File: config.mk
export PLATFORM = sky130hd
export DESIGN_NAME = leds_arbiter_flat
export DESIGN_NICKNAME = d
export VERILOG_FILES = /design/src/rtl/leds_arbiter_if.sv /design/src/rtl/leds_arbiter.sv /design/src/flat_wrapper.sv
export SDC_FILE = /design/constraint.sdc
export NUM_CORES = 1
export LEC_CHECK = 0
export ABC_AREA = 1
export BUFFER_PORTS_ARGS = -buffer_cell sky130_fd_sc_hd__buf_2
export CAP_MARGIN = 20
export CORE_AREA = 2 2 57 113
export CTS_CLUSTER_DIAMETER = 30
export DETAILED_ROUTE_END_ITERATION = 10
export DIE_AREA = 0 0 59 115
export PLACE_DENSITY = 0.73
export SLEW_MARGIN = 20
export SYNTH_ARGS = -nofsm -noshare
export SYNTH_HDL_FRONTEND = slang
export SYNTH_SLANG_ARGS = --single-unit
File: constraint.sdc
create_clock -name clock -period 2.7 [get_ports clock]
set_clock_uncertainty 0.15 [all_clocks]
set_input_delay 0.54 -clock clock [delete_from_list [all_inputs] [get_ports clock]]
set_output_delay 0.54 -clock clock [all_outputs]
set_load 0.01 [all_outputs]
File: src/rtl/leds_arbiter_if.sv
// leds_arbiter_if: bundles the request/value/grant signals of the LED arbiter.
//   req   [3:0]      per-requester write request (bit i = requester i)
//   val0..val3 [15:0] LED value offered by each requester
//   ack   [3:0]      one-cycle one-hot grant acknowledge
//   leds  [15:0]     registered LED drive value
//   owner [1:0]      index of the requester that last wrote leds
//   busy             high while the arbiter holds the current value
// master: requester side (drives req/val*). slave: the arbiter.
interface leds_arbiter_if;
    logic [3:0]  req;
    logic [15:0] val0;
    logic [15:0] val1;
    logic [15:0] val2;
    logic [15:0] val3;
    logic [3:0]  ack;
    logic [15:0] leds;
    logic [1:0]  owner;
    logic        busy;

    modport master (
        output req, val0, val1, val2, val3,
        input  ack, leds, owner, busy
    );

    modport slave (
        input  req, val0, val1, val2, val3,
        output ack, leds, owner, busy
    );
endinterface

File: src/rtl/leds_arbiter.sv
// leds_arbiter: round-robin arbiter for four writers sharing one 16-bit LED bank.
// A granted value is held for HOLD_CYCLES cycles (1..65535) before the next grant.
//   clock  rising-edge clock
//   reset  asynchronous, active-low reset
//   bus    leds_arbiter_if.slave: req/val0..3 in; ack/leds/owner/busy out (all registered)
module leds_arbiter #(
    parameter int unsigned HOLD_CYCLES = 4
) (
    input logic           clock,
    input logic           reset,
    leds_arbiter_if.slave bus
);

    typedef enum logic [0:0] {StIdle, StHold} state_e;

    state_e      state_q, state_d;
    logic [15:0] cnt_q, cnt_d;
    logic [1:0]  ptr_q, ptr_d;
    logic [15:0] leds_q, leds_d;
    logic [1:0]  owner_q, owner_d;
    logic [3:0]  ack_q, ack_d;

    logic [1:0]  win;
    logic [1:0]  idx;
    logic        found;
    logic [15:0] win_val;

    // Rotating priority: first set req bit at or above ptr, wrapping 3->0.
    always_comb begin
        win   = ptr_q;
        idx   = '0;
        found = 1'b0;
        for (int k = 0; k < 4; k++) begin
            idx = ptr_q + 2'(k);
            if (!found && bus.req[idx]) begin
                win   = idx;
                found = 1'b1;
            end
        end
    end

    always_comb begin
        win_val = bus.val0;
        unique case (win)
            2'd0: win_val = bus.val0;
            2'd1: win_val = bus.val1;
            2'd2: win_val = bus.val2;
            2'd3: win_val = bus.val3;
        endcase
    end

    always_comb begin
        state_d = state_q;
        cnt_d   = cnt_q;
        ptr_d   = ptr_q;
        leds_d  = leds_q;
        owner_d = owner_q;
        ack_d   = '0;
        case (state_q)
            StIdle: begin
                if (found) begin
                    state_d = StHold;
                    cnt_d   = 16'(HOLD_CYCLES - 1);
                    ptr_d   = win + 2'd1;
                    leds_d  = win_val;
                    owner_d = win;
                    ack_d   = 4'b0001 << win;
                end
            end
            StHold: begin
                // Requests are ignored here; they must still be high in IDLE to win.
                if (cnt_q == 16'd0) begin
                    state_d = StIdle;
                end else begin
                    cnt_d = cnt_q - 16'd1;
                end
            end
            default: state_d = StIdle;
        endcase
    end

    always_ff @(posedge clock or negedge reset) begin
        if (!reset) begin
            state_q <= StIdle;
            cnt_q   <= '0;
            ptr_q   <= '0;
            leds_q  <= '0;
            owner_q <= '0;
            ack_q   <= '0;
        end else begin
            state_q <= state_d;
            cnt_q   <= cnt_d;
            ptr_q   <= ptr_d;
            leds_q  <= leds_d;
            owner_q <= owner_d;
            ack_q   <= ack_d;
        end
    end

    assign bus.ack   = ack_q;
    assign bus.leds  = leds_q;
    assign bus.owner = owner_q;
    assign bus.busy  = (state_q == StHold);

endmodule

File: src/flat_wrapper.sv
// flat-port wrapper written by rule: the top's interface ports become plain ports
module leds_arbiter_flat 
#(
    parameter int unsigned HOLD_CYCLES = 4
)
  (clock, reset, bus_req, bus_val0, bus_val1, bus_val2, bus_val3, bus_ack, bus_leds, bus_owner, bus_busy);
  leds_arbiter_if bus_i ();
  input logic clock;
  input logic reset;
  input wire logic [$bits(bus_i.req)-1:0] bus_req;
  input wire logic [$bits(bus_i.val0)-1:0] bus_val0;
  input wire logic [$bits(bus_i.val1)-1:0] bus_val1;
  input wire logic [$bits(bus_i.val2)-1:0] bus_val2;
  input wire logic [$bits(bus_i.val3)-1:0] bus_val3;
  output wire logic [$bits(bus_i.ack)-1:0] bus_ack;
  output wire logic [$bits(bus_i.leds)-1:0] bus_leds;
  output wire logic [$bits(bus_i.owner)-1:0] bus_owner;
  output wire logic [$bits(bus_i.busy)-1:0] bus_busy;
  assign bus_i.req = bus_req;
  assign bus_i.val0 = bus_val0;
  assign bus_i.val1 = bus_val1;
  assign bus_i.val2 = bus_val2;
  assign bus_i.val3 = bus_val3;
  assign bus_ack = bus_i.ack;
  assign bus_leds = bus_i.leds;
  assign bus_owner = bus_i.owner;
  assign bus_busy = bus_i.busy;
  leds_arbiter #(.HOLD_CYCLES(HOLD_CYCLES)) u_core (.clock(clock), .reset(reset), .bus(bus_i));
endmodule
==> run_results.csv, run 1 <==
group,metric,value,unit
outcome,outcome,"completed",
clock_tree,clk_pin_slew,60,ps
timing,fmax,386,MHz
cells_and_area,area_delta_synth_final,33.8,%
yosys,synth_top_family_by_area,"simple AND/OR/NAND/NOR gates",
yosys,synthArstFlopShare,100,%
power,p_per_area,1430,nW/um^2
cells_and_area,drive_gt1_share,32.8,%
global_routing,gr-usage-all-layers,20.8,%
yosys,synth.area.mux_share,0,%
critical_path,cpMostUsedCell,"nand2_2",
placed_design,hpwl,4910,um
clock_tree,cts_tree,"done",
die,io_pins,93,
critical_path,path_delay_family,"simple AND/OR/NAND/NOR gates",
cells_and_area,n_fill_cell,577,
critical_path,crit_buf_inv,3,
critical_path,crit_required,2770,ps
yosys,syn_area,2600,sq um
critical_path,path_max_fanout,17,
yosys,synth_nets,457,
global_routing,antenna_found_initial,0,
die,rows,40,
power,power_leakage,1.89,nW
yosys,synth-seq-cells,41,
timing,hold_viol_final,0,
global_routing,grt_max_degree,42,
yosys,synth_compound_area_share,14.7,%
critical_path,crit_chain,"buf_4 > nand2_2 > nand2_4 > o21ai_2 > inv_1 > nor2_4 > nand2_2 > nand2_2 > buf_4 > ha_2 > a21oi_1 > o21ai_0 > nand2_1 > nand2_1",
cells_and_area,final_nets,555,
yosys,ys_seq_area_share,39.4,%
placed_design,io_buffers,92,
critical_path,start_kind,"flip-flop",
clock_tree,clock_latency,280,ps
critical_path,rrSetupSlack,110,ps
route,wl,7110,um
critical_path,r2r_cells,14,
timing,drv_slew,0,
power,ir_worst_vdd,0.771,mV
route,dr.pass1.iters,4,
clock_tree,cts-root-buf,"clkbuf_16",
route,wire_per_inst,13.1,um
cells_and_area,num_antenna_cells,0,
yosys,synth_warnings,0,
yosys,synth_edf_count,0,
die,die_h,115,um
yosys,ys_types,24,
placed_design,gp_congestion,0.913,
yosys,synthFlopType,"dfrtp_1",
route,drt_iter0_markers,160,
yosys,synthCells,380,
global_routing,grt_pass1_vias,2504,
critical_path,critPathArrivalTime,2660,ps
cells_and_area,final_common_cell,"nand2_1",
clock_tree,cts_made_buffers,5,
critical_path,worst_setup_path_end_kind,"flip-flop",
clock_tree,cts_max_path_buffers,2,
timing,fin_crit,2590,ps
critical_path,slowest_delay,460,ps
cells_and_area,final_util,58.9,%
cells_and_area,most-common-layout-cells,"nand2_1 (138), buf_2 (92), dfrtp_1 (40)",
die,die_area,6790,sq um
yosys,avgSynthCellArea,6.85,sq um
run,drv_cap,0,
route,ant_nets,0,
clock_tree,cts_sinks,41,
timing,setup_viol,0,
critical_path,path_depth,14,
cells_and_area,multi_input_area,1480,sq um
timing,relSlewSlack,39.5,%
yosys,yosys.area_share.adder,3.37,%
die,start_util,44.0,%
critical_path,path_class,"flip-flop to flip-flop",
route,viasPerCell,5.19,
route,drc_errors,0,
timing,fin_crit_sh,95.9,%
timing,fin_setup_tns,0,ps
die,die_width,59,um
yosys,synth-xor-area-share,0,%
cells_and_area,regArea,1030,sq um
hold_path,worstHoldPathType,"input pin to async pin",
global_routing,grt_overflow_total,0,
die,core,5910,sq um
timing,worst_slew_pin_slew,908,ps
clock_tree,hold_buffers,0,
global_routing,grt_pass1_wl,11000,um
route,num_vias,2812,
critical_path,critPathSlowestCell,"dfrtp_2",
clock_tree,h-tree-depth,2,
yosys,synthSimpleGateAreaFrac,34.3,%
-- worst paths after layout --
check                                    from                  to
min in group clock         u_core.bus.leds[5]  u_core.bus.leds[5]
hold / removal                          reset     u_core.cnt_q[8]
setup / recovery              u_core.ptr_q[0]  u_core.bus.leds[2]
setup reg to reg              u_core.ptr_q[0]  u_core.bus.leds[2]
hold reg to reg            u_core.bus.leds[5]  u_core.bus.leds[5]
max in group asynchronous               reset     u_core.ptr_q[0]
-- cell type report --
| cell class | count | area share [%] |
|---|---|---|
| repair buffers | 108 | 17.1 |
| flip-flops and latches | 41 | 29.5 |
| repair inverters | 1 | 0.216 |
| clock inverters | 1 | 0.863 |
| well taps | 63 | 2.26 |
| multi-input cells | 289 | 42.4 |
| inverters | 32 | 3.52 |
| clock buffers | 7 | 4.10 |
-- power breakdown --
group / internal [mW] / switching, mW
sequential: 0.869 / 0.180
clock: 0.462 / 0.227
combinational: 1.30 / 1.93
-- metal layers --
layer | up-vias | track usage (%) | routed length [um]
li1 | 1416 | - | -
met1 | 1260 | 26.5 | 3110
met2 | 123 | 34.0 | 3350
met3 | 13 | 4.95 | 540
met4 | 0 | 6.97 | 116
met5 | - | 0 | 0
-- metrics by stage --
step	setup slack [ps]	cell area, sq um	hold WS [ps]	total power [mW]	cells
3_5_place_dp	-18.1	3140	303	3.84	529
6_report	110	3480	240	4.97	542
3_3_place_gp	-0.468	3140	300	3.79	529
2_1_floorplan	66.7	2600	94.4	3.07	380
5_1_grt	-44.3	3480	313	5.45	542
4_1_cts	55.7	3310	272	4.55	537
-- sequential cells by signal, summed over array words and instances, names as in the netlist --
name              count
u_core.bus.ack        4
u_core.bus.busy       1
u_core.bus.leds      16
u_core.bus.owner      2
u_core.cnt_q         16
u_core.ptr_q          2
-- synthesized netlist by cell type, types with 3 or more instances --
cell	instances	share of area, %
a21oi_1	20	3.8
a22o_1	16	5.4
buf_2	6	1.2
clkbuf_1	9	1.3
dfrtp_1	41	39
ha_1	7	3.4
inv_1	28	4.0
inv_2	4	0.58
nand2_1	149	22
nand3_1	21	4.0
nand4_1	3	0.72
nor2_1	34	4.9
nor3_1	7	1.3
o21ai_0	22	4.2
-- worst register-to-register path, cell delays in order, from the launching register on --
cell and delay (ps):
dfrtp_2 460, buf_4 160, nand2_2 80, nand2_4 80
o21ai_2 220, inv_1 110, nor2_4 100, nand2_2 70
nand2_2 100, buf_4 120, ha_2 460, a21oi_1 130
o21ai_0 160, nand2_1 70, nand2_1 70
-- kinds of logic after synthesis --
logic type                 Yosys count
AOI/OAI and AO/OA                   62
DFF                                 41
buffers and inverters               50
adders and majority gates            7
and+or+nand+nor                    220
-- what timing repair did --
| item | 4_1_cts | 5_1_grt |
|---|---|---|
| setup endpoints to repair | 0 | 16 |
| resized for setup | 0 | 45 |
| buffers inserted | 0 | 4 |
No activity file was read; power rests on OpenSTA's default activity.
==> inputs of run 2 (changes only) <==
CORE_AREA = 2 2 94 69   (was 2 2 57 113)
DIE_AREA = 0 0 96 71   (was 0 0 59 115)
==> run 2 against run 1 <==
Effect of this change:
- cell area is 2.6% lower
- global-route usage barely moved
- non-clock buffer count fell by 4
- critical endpoint is now u_core.bus.leds[9]
- largest cell class unchanged
==> run_results.csv, run 2 (synthesized netlist as in run 1, its figures left out) <==
group,metric,value,unit
die,die_h,71,um
outcome,outcome,"completed",
route,ant_nets,0,
critical_path,cpMostUsedCell,"nand2_1",
hold_path,worstHoldPathType,"input pin to async pin",
placed_design,gp_congestion,0.904,
clock_tree,cts_tree,"done",
die,core,5980,sq um
die,io_pins,93,
global_routing,antenna_found_initial,0,
critical_path,crit_chain,"buf_6 > nand2_2 > nand2_4 > nand2_1 > nand2_2 > nand3_4 > nand2_1 > nand2_1 > nand3_1 > nand2_2 > inv_1 > ha_2 > buf_12 > a22o_1 > a21oi_1 > o21ai_0 > nand2_1 > nand2_1",
critical_path,path_max_fanout,17,
global_routing,grt_pass1_vias,2459,
critical_path,critPathSlowestCell,"dfrtp_2",
timing,relSlewSlack,39.3,%
die,die_area,6820,sq um
critical_path,path_class,"flip-flop to flip-flop",
critical_path,start_kind,"flip-flop",
route,drt_iter0_markers,144,
route,num_vias,2737,
power,power_leakage,1.83,nW
clock_tree,cts_max_path_buffers,2,
route,drc_errors,0,
cells_and_area,final_nets,551,
timing,worst_slew_pin_slew,911,ps
clock_tree,cts_made_buffers,5,
critical_path,crit_buf_inv,3,
route,viasPerCell,4.95,
critical_path,path_delay_family,"simple AND/OR/NAND/NOR gates",
clock_tree,h-tree-depth,2,
critical_path,crit_required,2740,ps
placed_design,io_buffers,92,
critical_path,critPathArrivalTime,2640,ps
global_routing,grt_max_degree,42,
die,rows,24,
power,power,4.73,mW
route,wl,7290,um
die,start_util,43.5,%
cells_and_area,most-common-layout-cells,"nand2_1 (140), buf_2 (92), dfrtp_1 (39)",
cells_and_area,final_common_cell,"nand2_1",
route,dr.pass1.iters,4,
global_routing,grt_pass1_wl,11200,um
clock_tree,cts-root-buf,"clkbuf_8",
timing,fin_crit_sh,96.2,%
timing,fmax,385,MHz
cells_and_area,final_util,56.7,%
timing,drv_slew,0,
global_routing,gr-usage-all-layers,20.8,%
global_routing,grt_overflow_total,0,
clock_tree,cts_sinks,41,
timing,rsz0062_at_grt,"yes",
clock_tree,clock_latency,300,ps
run,drv_cap,0,
die,die_width,96,um
critical_path,slowest_delay,450,ps
cells_and_area,area_delta_synth_final,30.3,%
cells_and_area,num_antenna_cells,0,
power,p_per_area,1400,nW/um^2
route,wire_per_inst,13.2,um
cells_and_area,drive_gt1_share,30.3,%
timing,fin_crit,2600,ps
timing,hold_viol_final,0,
placed_design,hpwl,5050,um
power,ir_worst_vdd,0.621,mV
clock_tree,clk_pin_slew,80,ps
timing,setup_viol,0,
critical_path,worst_setup_path_end_kind,"flip-flop",
run 2: changes by cell type in the layout (fill, tap and decap cells not counted), sizes merged:
cell      before  now
buf          108  104
clkbuf         7    6
clkinv         0    2
clkinvlp       1    0
inv           32   31
nor2          36   37
run 2: repair_timing:
item                       CTS  global route
cloned                       0             1
hold buffers                 0             0
setup buffers                0             5
pin swaps                    0             6
setup endpoints to repair   16            27
gates resized for setup      5            26
run 2: stage by stage:
step	TNS (ps)	hold WS, ps	worst slack, ps	instance area, sq um	instances
after floorplan	0	94.4	66.7	2600	380
after global placement	0	304	2.67	3140	539
after detailed placement	-1100	310	-98.8	3140	539
after CTS	0	256	7.86	3270	547
after global routing	-465	313	-66.1	3390	553
final	0	222	102	3390	553
run 2: final timing paths:
check / from / to / slack (ps) / cells after the start
worst max-delay path: u_core.ptr_q[0] / u_core.bus.leds[9] / 100 / 18
worst min-delay path: reset / u_core.cnt_q[12] / 220 / 1
worst max register to register: u_core.ptr_q[0] / u_core.bus.leds[9] / 100 / 18
worst min register to register: u_core.bus.leds[13] / u_core.bus.leds[13] / 330 / 2
max in group asynchronous: reset / u_core.ptr_q[1] / 1560 / 1
min in group clock: u_core.bus.leds[13] / u_core.bus.leds[13] / 330 / 2
run 2: routing by layer:
| layer | up-vias | share of wire (%) | global-route usage (%) | routed length [um] |
|---|---|---|---|---|
| met2 | 102 | 44 | 32.3 | 3240 |
| li1 | 1406 | - | - | - |
| met5 | - | 0 | 0 | 0 |
| met4 | 0 | 0.71 | 4.60 | 52 |
| met3 | 6 | 7.2 | 4.26 | 527 |
| met1 | 1223 | 48 | 30.1 | 3470 |
run 2: final cells by class:
cell class	instances	area, sq um
flip-flops and latches	41	1030
multi-input cells	290	1450
repair buffers	104	579
clock inverters	2	38.8
fillers	533	2590
well taps	78	97.6
inverters	32	125
clock buffers	6	72.6
run 2: power by group:
part           leakage [nW]  internal [mW]  switching [mW]
sequential            0.523          0.868           0.195
combinational          1.25           1.26            1.91
clock                0.0554          0.278           0.222
total                  1.83           2.40            2.33
